$ cat src/rtl/align_if.sv
// Handshake bundle between the alignment sequencer and its host, fill pipeline and backtrace unit.
// master = align_controller side, slave = the surrounding environment.
interface align_if #(
  parameter int len1        = 5,
  parameter int len2        = 5,
  parameter int score_width = 16
);
  localparam int ROW_W = $clog2(len1) + 1;
  localparam int COL_W = $clog2(len2) + 1;

  logic                          start;
  logic                          fill_enable;
  logic                          fill_score_valid;
  logic signed [score_width-1:0] fill_score;
  logic [ROW_W-1:0]              fill_row;
  logic [COL_W-1:0]              fill_col;
  logic                          fill_done;
  logic                          bt_clear;
  logic                          bt_enable;
  logic [ROW_W-1:0]              bt_startRow;
  logic [COL_W-1:0]              bt_startCol;
  logic                          bt_finished;
  logic                          busy;
  logic                          done;
  logic signed [score_width-1:0] max_score;
  logic                          error;

  modport master (
    input  start, fill_score_valid, fill_score, fill_row, fill_col, fill_done, bt_finished,
    output fill_enable, bt_clear, bt_enable, bt_startRow, bt_startCol, busy, done, max_score, error
  );

  modport slave (
    output start, fill_score_valid, fill_score, fill_row, fill_col, fill_done, bt_finished,
    input  fill_enable, bt_clear, bt_enable, bt_startRow, bt_startCol, busy, done, max_score, error
  );
endinterface

$ cat src/rtl/align_controller.sv
// Alignment run sequencer: fill, max-score tracking, backtrace clear/load/launch, completion.
// Optional watchdog per FILL/BACKTRACE phase enabled by defining ALIGN_TIMEOUT_EN.
module align_controller #(
  parameter int len1           = 5,
  parameter int len2           = 5,
  parameter int score_width    = 16,
  parameter int timeout_cycles = 4096
) (
  input  logic     clk,
  input  logic     rst,
  align_if.master  bus
);
  localparam int ROW_W = $clog2(len1) + 1;
  localparam int COL_W = $clog2(len2) + 1;

  typedef enum logic [2:0] {
    S_IDLE, S_FILL, S_CLEAR, S_LOAD, S_BACKTRACE, S_DONE
  } state_e;

  state_e                        state_q, state_d;
  logic signed [score_width-1:0] max_score_q, max_score_d;
  logic [ROW_W-1:0]              start_row_q, start_row_d;
  logic [COL_W-1:0]              start_col_q, start_col_d;
  logic                          fill_enable_q, fill_enable_d;
  logic                          bt_clear_q, bt_clear_d;
  logic                          bt_enable_q, bt_enable_d;
  logic                          busy_q, busy_d;
  logic                          done_q, done_d;
  logic                          timeout_hit;

`ifdef ALIGN_TIMEOUT_EN
  localparam int CNT_W = $clog2(timeout_cycles) + 1;
  localparam logic [CNT_W-1:0] TIMEOUT_LAST = CNT_W'(timeout_cycles - 1);

  logic [CNT_W-1:0] cnt_q, cnt_d;
  logic             error_q, error_d;

  // Expiry is flagged on the cycle that would bring the count to timeout_cycles.
  assign timeout_hit = (cnt_q == TIMEOUT_LAST);

  always_comb begin
    cnt_d = cnt_q;
    if (state_d != state_q) begin
      cnt_d = '0;
    end else if (state_q == S_FILL || state_q == S_BACKTRACE) begin
      cnt_d = cnt_q + 1'b1;
    end
  end

  always_ff @(posedge clk or posedge rst) begin
    if (rst) begin
      cnt_q   <= '0;
      error_q <= 1'b0;
    end else begin
      cnt_q   <= cnt_d;
      error_q <= error_d;
    end
  end

  assign bus.error = error_q;
`else
  assign timeout_hit = 1'b0;
  assign bus.error   = 1'b0;
`endif

  always_comb begin
    // NOTE: every signal written here gets a default first, so no path can infer a latch.
    state_d     = state_q;
    max_score_d = max_score_q;
    start_row_d = start_row_q;
    start_col_d = start_col_q;
`ifdef ALIGN_TIMEOUT_EN
    error_d     = error_q;
`endif

    unique case (state_q)
      S_IDLE, S_DONE: begin
        if (bus.start) begin
          state_d     = S_FILL;
          max_score_d = '0;
          start_row_d = '0;
          start_col_d = '0;
`ifdef ALIGN_TIMEOUT_EN
          error_d     = 1'b0;
`endif
        end
      end
      S_FILL: begin
        // Strict compare keeps the earliest cell on ties.
        if (bus.fill_score_valid && ($signed(bus.fill_score) > max_score_q)) begin
          max_score_d = bus.fill_score;
          start_row_d = bus.fill_row;
          start_col_d = bus.fill_col;
        end
        if (bus.fill_done) begin
          state_d = (max_score_d == '0) ? S_DONE : S_CLEAR;
        end else if (timeout_hit) begin
          state_d = S_DONE;
`ifdef ALIGN_TIMEOUT_EN
          error_d = 1'b1;
`endif
        end
      end
      S_CLEAR: state_d = S_LOAD;
      S_LOAD:  state_d = S_BACKTRACE;
      S_BACKTRACE: begin
        if (bus.bt_finished) begin
          state_d = S_DONE;
        end else if (timeout_hit) begin
          state_d = S_DONE;
`ifdef ALIGN_TIMEOUT_EN
          error_d = 1'b1;
`endif
        end
      end
      default: state_d = S_IDLE;
    endcase

    // Outputs are decoded from the next state so each one lands in a flop.
    fill_enable_d = (state_d == S_FILL);
    bt_clear_d    = (state_d == S_CLEAR);
    bt_enable_d   = (state_d == S_BACKTRACE);
    busy_d        = (state_d == S_FILL) || (state_d == S_CLEAR) ||
                    (state_d == S_LOAD) || (state_d == S_BACKTRACE);
    done_d        = (state_d == S_DONE);
  end

  // NOTE: sequential state uses non-blocking assignments only, so all flops update together.
  always_ff @(posedge clk or posedge rst) begin
    if (rst) begin
      state_q       <= S_IDLE;
      max_score_q   <= '0;
      start_row_q   <= '0;
      start_col_q   <= '0;
      fill_enable_q <= 1'b0;
      bt_clear_q    <= 1'b0;
      bt_enable_q   <= 1'b0;
      busy_q        <= 1'b0;
      done_q        <= 1'b0;
    end else begin
      state_q       <= state_d;
      max_score_q   <= max_score_d;
      start_row_q   <= start_row_d;
      start_col_q   <= start_col_d;
      fill_enable_q <= fill_enable_d;
      bt_clear_q    <= bt_clear_d;
      bt_enable_q   <= bt_enable_d;
      busy_q        <= busy_d;
      done_q        <= done_d;
    end
  end

  assign bus.fill_enable = fill_enable_q;
  assign bus.bt_clear    = bt_clear_q;
  assign bus.bt_enable   = bt_enable_q;
  assign bus.bt_startRow = start_row_q;
  assign bus.bt_startCol = start_col_q;
  assign bus.busy        = busy_q;
  assign bus.done        = done_q;
  assign bus.max_score   = max_score_q;
endmodule
$ cat src/flat_wrapper.sv
// flat-port wrapper written by rule: the top's interface ports become plain ports
module align_controller_flat 
#(
  parameter int len1           = 5,
  parameter int len2           = 5,
  parameter int score_width    = 16,
  parameter int timeout_cycles = 4096
)
  (clk, rst, bus_start, bus_fill_score_valid, bus_fill_score, bus_fill_row, bus_fill_col, bus_fill_done, bus_bt_finished, bus_fill_enable, bus_bt_clear, bus_bt_enable, bus_bt_startRow, bus_bt_startCol, bus_busy, bus_done, bus_max_score, bus_error);
  align_if #(.len1(len1), .len2(len2), .score_width(score_width)) bus_i ();
  input  logic clk;
  input  logic rst;
  input wire logic [$bits(bus_i.start)-1:0] bus_start;
  input wire logic [$bits(bus_i.fill_score_valid)-1:0] bus_fill_score_valid;
  input wire logic [$bits(bus_i.fill_score)-1:0] bus_fill_score;
  input wire logic [$bits(bus_i.fill_row)-1:0] bus_fill_row;
  input wire logic [$bits(bus_i.fill_col)-1:0] bus_fill_col;
  input wire logic [$bits(bus_i.fill_done)-1:0] bus_fill_done;
  input wire logic [$bits(bus_i.bt_finished)-1:0] bus_bt_finished;
  output wire logic [$bits(bus_i.fill_enable)-1:0] bus_fill_enable;
  output wire logic [$bits(bus_i.bt_clear)-1:0] bus_bt_clear;
  output wire logic [$bits(bus_i.bt_enable)-1:0] bus_bt_enable;
  output wire logic [$bits(bus_i.bt_startRow)-1:0] bus_bt_startRow;
  output wire logic [$bits(bus_i.bt_startCol)-1:0] bus_bt_startCol;
  output wire logic [$bits(bus_i.busy)-1:0] bus_busy;
  output wire logic [$bits(bus_i.done)-1:0] bus_done;
  output wire logic [$bits(bus_i.max_score)-1:0] bus_max_score;
  output wire logic [$bits(bus_i.error)-1:0] bus_error;
  assign bus_i.start = bus_start;
  assign bus_i.fill_score_valid = bus_fill_score_valid;
  assign bus_i.fill_score = bus_fill_score;
  assign bus_i.fill_row = bus_fill_row;
  assign bus_i.fill_col = bus_fill_col;
  assign bus_i.fill_done = bus_fill_done;
  assign bus_i.bt_finished = bus_bt_finished;
  assign bus_fill_enable = bus_i.fill_enable;
  assign bus_bt_clear = bus_i.bt_clear;
  assign bus_bt_enable = bus_i.bt_enable;
  assign bus_bt_startRow = bus_i.bt_startRow;
  assign bus_bt_startCol = bus_i.bt_startCol;
  assign bus_busy = bus_i.busy;
  assign bus_done = bus_i.done;
  assign bus_max_score = bus_i.max_score;
  assign bus_error = bus_i.error;
  align_controller #(.len1(len1), .len2(len2), .score_width(score_width), .timeout_cycles(timeout_cycles)) u_core (.clk(clk), .rst(rst), .bus(bus_i));
endmodule
$ cat config.mk
export PLATFORM = sky130hd
export DESIGN_NAME = align_controller_flat
export DESIGN_NICKNAME = d
export VERILOG_FILES = /design/src/rtl/align_if.sv /design/src/rtl/align_controller.sv /design/src/flat_wrapper.sv
export SDC_FILE = /design/constraint.sdc
export NUM_CORES = 1
export LEC_CHECK = 0
export ABC_AREA = 1
export BUFFER_PORTS_ARGS = -buffer_cell sky130_fd_sc_hd__buf_2
export CAP_MARGIN = 20
export CORE_MARGIN = 4
export CORE_UTILIZATION = 52
export DETAILED_ROUTE_END_ITERATION = 8
export PLACE_DENSITY_LB_ADDON = 0.05
export SYNTH_ARGS = -nofsm -noshare
export SYNTH_HDL_FRONTEND = slang
export SYNTH_SLANG_ARGS = --single-unit
export TNS_END_PERCENT = 1
$ cat constraint.sdc
create_clock -name clk -period 2.82 [get_ports clk]
set_input_delay 0.846 -clock clk [delete_from_list [all_inputs] [get_ports clk]]
set_output_delay 0.846 -clock clk [all_outputs]
set_load 0.01 [all_outputs]
Yosys cells after proc, flatten, opt, wreduce, memory -nomap -nowiden
Index checks and enable logic that the tools add are counted.

storage, ports and cells
  input bits = 30
  output and inout bits = 30
  flip-flop bits (word level) = 32
  logic and storage cells = 46

operators by class
  reduce and logical (&&, ||, !) cells = 10
  eq/ne operators = 12
  order comparisons = 1
  mux-type cells = 14

operator list
  cell                                                    number
  two-way mux 16 bit                                      3
  one-hot mux 16 bit (2 select lines)                     1
  greater-than comparator 16 bit                          1
  zero test 16 bit                                        1
  one-hot mux 4 bit (2 select lines)                      2
  one-hot mux 3 bit (5 select lines)                      1
  equality test 3 x 2 -> 1 bit (second input constant)    4
  equality test 3 bit (second input constant)             4
  two-way mux 3 bit                                       4
  two-way mux 4 bit                                       3
  equality test 3 x 1 -> 1 bit (second input constant)    2
  zero test 3 bit                                         1
  logical OR 1 bit                                        3
  AND reduction 3 bit                                     1
  inequality test 2 x 1 -> 1 bit (second input constant)  1
  inequality test 2 bit (second input constant)           1
  AND reduction 2 bit                                     1
  nonzero test 2 bit                                      1
  OR reduction 2 bit                                      1
  logical AND 1 bit                                       1

Logic depth before layout (Yosys ltp)
  word-level depth = 12
  mapped depth = 27
  mapped depth without buffers = 27

Worst setup path after synthesis
OpenSTA, ideal clock, no wires.

  path kind = input -> register
  start = input bus_fill_score[15]
  end = register u_core.busy_q, in the netlist u_core.bus.busy
  required time = 2,702 ps
  arrival time = 2,714 ps
  path buffers = 1
  stages = 20
  setup time = 118 ps
  slack = -12 ps
  path through = ha_1 -> a21oi_1 -> o21ai_1 -> a21oi_1 -> nand3_1 -> nand2_4 -> nand2_4 -> buf_6 -> nand2_2 -> nand2_1 -> nor2_1 -> nand2_1 -> nor2_2 -> nand2_1 -> nand2_2 -> nand2_1 -> nand2_2 -> nand2_1 -> nand2_1 -> nand2_1

on the way
  word-level cells in the longest chain between the ends = 12
  elaborated cells on any way between the ends = 15
  those cells by class = 1 x order compare; 4 x eq/ne; 5 x mux; 5 x reduce/logical

ends and longest elaborated chain
  element                                                                       RTL line                 source
  from (decl)                                                                   flat_wrapper.sv:15       input wire logic [$bits(bus_i.fill_score)-1:0] bus_fill_score;
  greater-than comparator 16 bit                                                align_controller.sv:90   if (bus.fill_score_valid && ($signed(bus.fill_score) > max_score_q)) begin
  logical AND 1 bit                                                             align_controller.sv:90
  two-way mux 16 bit (*)                                                        align_controller.sv:90
  two-way mux 16 bit (*)                                                        align_controller.sv:76   unique case (state_q)
  zero test 16 bit (*)                                                          align_controller.sv:96   state_d = (max_score_d == '0) ? S_DONE : S_CLEAR;
  two-way mux 3 bit (*)                                                         align_controller.sv:96
  two-way mux 3 bit (*)                                                         align_controller.sv:95   if (bus.fill_done) begin
  one-hot mux 3 bit (5 select lines) (*)                                        align_controller.sv:76
  equality test 3 x 1 -> 1 bit or equality test 3 x 2 -> 1 bit (tied branches)  align_controller.sv:123  busy_d = (state_d == S_FILL) || (state_d == S_CLEAR) ||
  logical OR 1 bit (2 in series)                                                align_controller.sv:123
  logical OR 1 bit (*)                                                          align_controller.sv:124  (state_d == S_LOAD) || (state_d == S_BACKTRACE);
  net u_core.busy_d                                                             align_controller.sv:27   logic busy_q, busy_d;
  to (signal assigned)                                                          align_controller.sv:148  busy_q <= busy_d;
  to (decl)                                                                     align_controller.sv:27

The timed path passes the listed nets; every way through them passes the cells marked *. The select of a mux whose other input is x is not followed.
A chain may end at the register's enable or synchronous reset.

Final worst setup path
Same ends and word-level chain as after synthesis.

==> results.txt <==
Synth Area in XOR/XNOR -> 0
Vias in the first global route -> 1,880
Clk network pwr share -> 0.129
Net count, final -> 422
RSZ-0062 raised after global routing -> true
Die span in x -> 70.7 um
Max Cap Violations -> 0
Synthesized-area fraction occupied by adder cells -> 0.0980
Setup Viol. Count Final -> 6
PD cells -> 1110 nW/um^2
Root Buffer -> clkbuf_8
H-tree levels -> 2
Final max-slew violation count -> 0
Initial antenna violation count -> 0
Syn nets -> 329
Rel. slew slack -> 0.591
First-pass GRT wire length -> 8640 um
P_leak -> 1.61 nW
Status -> complete, but fails checks
WS Path Type -> in2reg
Period Utilization, post-route -> 1.06
Switching Share -> 0.467
Clock tree sinks -> 32
Drt first-iter violations -> 152
Synth-to-layout area growth -> 49.5%
Synth warn -> 0
Tot GR Track Use -> 0.215
Vias per cell -> 5.21
Post-synthesis sequential area ratio -> 0.392
Area contributors post-synth -> dfrtp_1 39%, nand2_1 15%, ha_1 9.8%, inv_1 7.7%, nand3_1 6.9%
Worst setup SP type -> primary input
Failing checks -> setup timing
Synth Area per Inst -> 7.22 um^2
Reg clk slew, reported paths -> 0.07 ns
Clock Skew -> 0.00358 ns
Later-pin clock latency in the skew report -> 0.29 ns
DRT Wirelength -> 6170 um
Pin count of the biggest net entering global routing -> 33
Final Cell Area -> 3060 um^2
DR WL/cell -> 14.5 um
Critical Path AT -> 3.16 ns
Internal power -> 1.81 mW
Number of diodes -> 0
Worst Path Max Fanout -> 9
Core area -> 3720 um^2
Clock Path Buffers -> 2
CP endpoint kind -> register
Initial core utilization -> 0.550
Worst-margin pin slew -> 0.611 ns
Top-area cell type share of the netlist area -> 0.392
HP Class -> reg2reg
Final HPWL DP -> 3710 um
Main combinational cell family by area after synthesis -> simple AND/OR/NAND/NOR gates
Placer Congestion -> 0.822
# DRC -> 0
Die area -> 5000 um^2
Mux share of post-synthesis cell area -> 0
Layout cells sized above 1 -> 0.416
VDD IR max -> 0.000680 V
Gate power share -> 0.637
Gr ovfl total -> 0
Critical Path RT -> 3.00 ns
I/O pin cnt -> 60
Setup TNS Final -> -0.627 ns
Period minus WS final -> 2.98 ns
Via count -> 2,213
Synth area leader -> dfrtp_1
Rows -> 22
Area fraction in compound gates after synthesis -> 0.0998
CTS tree -> built
Flops & latches, synth -> 32
Routed Antenna Nets -> 0
Fin. Hold Viols -> 0
Area after DPL -> 2610 um^2
Worst Slack Setup Final -> -0.159 ns
Simple-Gate Fraction of Synth Area -> 0.306
Area of the mapped netlist -> 2040 um^2
Drt pass-1 iters -> 4
Clock buffer count from CTS -> 5
Switching pwr -> 1.58 mW
F_max -> 336 MHz
Reg power frac -> 0.234
IO buf count -> 58
Library cells used by synthesis -> 27
Mapped Cells -> 283
Chip height -> 70.7 um
[worst paths after layout]
check	from	endpoint	slack (ns)	cells after the start
setup reg to reg	u_core.bus.max_score[1]	u_core.bus.busy	0.02	25
min in group asynchronous	rst	u_core.bus.max_score[0]	0.64	3
hold reg to reg	u_core.bus.bt_startRow[1]	u_core.bus.bt_startRow[1]	0.54	2
hold / removal	u_core.bus.bt_startRow[1]	u_core.bus.bt_startRow[1]	0.54	2
setup / recovery	bus_fill_score[15]	u_core.bus.busy	-0.16	23
max in group asynchronous	rst	u_core.bus.max_score[9]	1.90	3
[per-layer routing]
| metal | global-route usage | wire length (um) | share of wire |
|---|---|---|---|
| met5 | 0 | 0 | 0 |
| met4 | 0.0710 | 133 | 0.022 |
| met3 | 0.0469 | 575 | 0.093 |
| met2 | 0.325 | 2910 | 0.47 |
| met1 | 0.305 | 2550 | 0.41 |
[synth_stat cells]
cell	number
nand2_1	82
inv_1	42
dfrtp_1	32
nand3_1	28
o21ai_0	24
nor2_1	17
ha_1	16
a21oi_1	9
nand2_2	6
buf_2	3
nor2_2	3
nor3_1	3
buf_1	2
nand2_4	2
nand4_1	2
a21o_1	1
a21oi_2	1
a22o_1	1
buf_4	1
buf_6	1
clkbuf_1	1
clkinv_1	1
conb_1	1
inv_2	1
o21a_2	1
o21ai_1	1
or2_2	1
[power groups by stage]
stage | Combinational [mW] | Clock, mW | Sequential [mW]
6_report | 2.16 | 0.438 | 0.796
5_1_grt | 2.37 | 0.463 | 0.831
4_1_cts | 1.72 | 0.444 | 0.793
3_5_place_dp | 1.67 | 0 | 0.800
3_3_place_gp | 1.64 | 0 | 0.796
2_1_floorplan | 0.964 | 0 | 0.872
[cell usage in the layout, fill, tap and decap left out, drive strengths merged, types with 2 or more instances in the layout]
| cell type | n |
|---|---|
| nor2 | 20 |
| clkinv | 2 |
| dfrtp | 32 |
| buf | 92 |
| nor3 | 3 |
| nand4 | 2 |
| o21ai | 25 |
| inv | 43 |
| a21oi | 10 |
| nand3 | 28 |
| clkbuf | 7 |
| ha | 16 |
| nand2 | 91 |
[state kept, by name (all words and copies together), names as in the netlist]
name / cells
u_core.bus.bt_startRow: 4
u_core.bus.busy: 1
u_core.bus.bt_clear: 1
u_core.bus.fill_enable: 1
u_core.bus.done: 1
u_core.bus.bt_startCol: 4
u_core.state_q: 3
u_core.bus.max_score: 16
u_core.bus.bt_enable: 1
[kinds of logic (layout without fill, tap and decap cells)]
group	count (synthesis)	in the layout
AOI/OAI and AO/OA	38	38
adders and majority gates	16	16
buffers and inverters	52	145
DFF	32	32
other	1	1
and+or+nand+nor	144	145
[metrics by stage]
step | setup slack (ns) | power [mW] | utilization | hold WS (ns) | instances
final | -0.159 | 3.40 | 0.822 | 0.536 | 425
after global routing | -0.271 | 3.66 | 0.822 | 0.563 | 425
after CTS | 0.00655 | 2.96 | 0.737 | 0.539 | 421
after detailed placement | -0.331 | 2.47 | 0.701 | 0.524 | 413
after global placement | -0.267 | 2.44 | 0.701 | 0.519 | 413
after floorplan | 0.00747 | 1.84 | - | 0.564 | 283
[timing repair]
action,CTS,global route
resized for setup,6,47
pin swaps,1,26
gates cloned,0,2
buffers inserted,0,2
hold buffers,0,0
endpoints found under the setup margin,2,8
[cell type report]
| cell class | count | area, um^2 |
|---|---|---|
| Inverter | 44 | 165 |
| Tap cell | 48 | 60.1 |
| Sequential cell | 32 | 801 |
| Multi-Input combinational cell | 200 | 1330 |
| Fill cell | 247 | 661 |
| Clock inverter | 2 | 35.0 |
| Clock buffer | 6 | 72.6 |
| Timing Repair Buffer | 93 | 594 |
[worst max-delay path: stages]
cell      delay, ns
buf_2          0.12
ha_4           0.29
nand2_2        0.08
nor2_4         0.16
nand2_2        0.08
clkinv_1       0.06
nand2_2        0.08
nand2_2        0.11
nand2_4        0.07
nand2_8        0.11
nand2_8        0.09
nand2_1        0.11
nand2_2        0.07
nor2_1         0.13
nand2_1        0.09
nor2_2         0.15
nand2_1        0.08
nand2_2        0.12
nand2_2        0.08
nand2_4        0.08
nand2_2        0.05
nand2_1        0.05
nand2_1        0.04
Note: power is estimated with default switching activity, not from simulation.
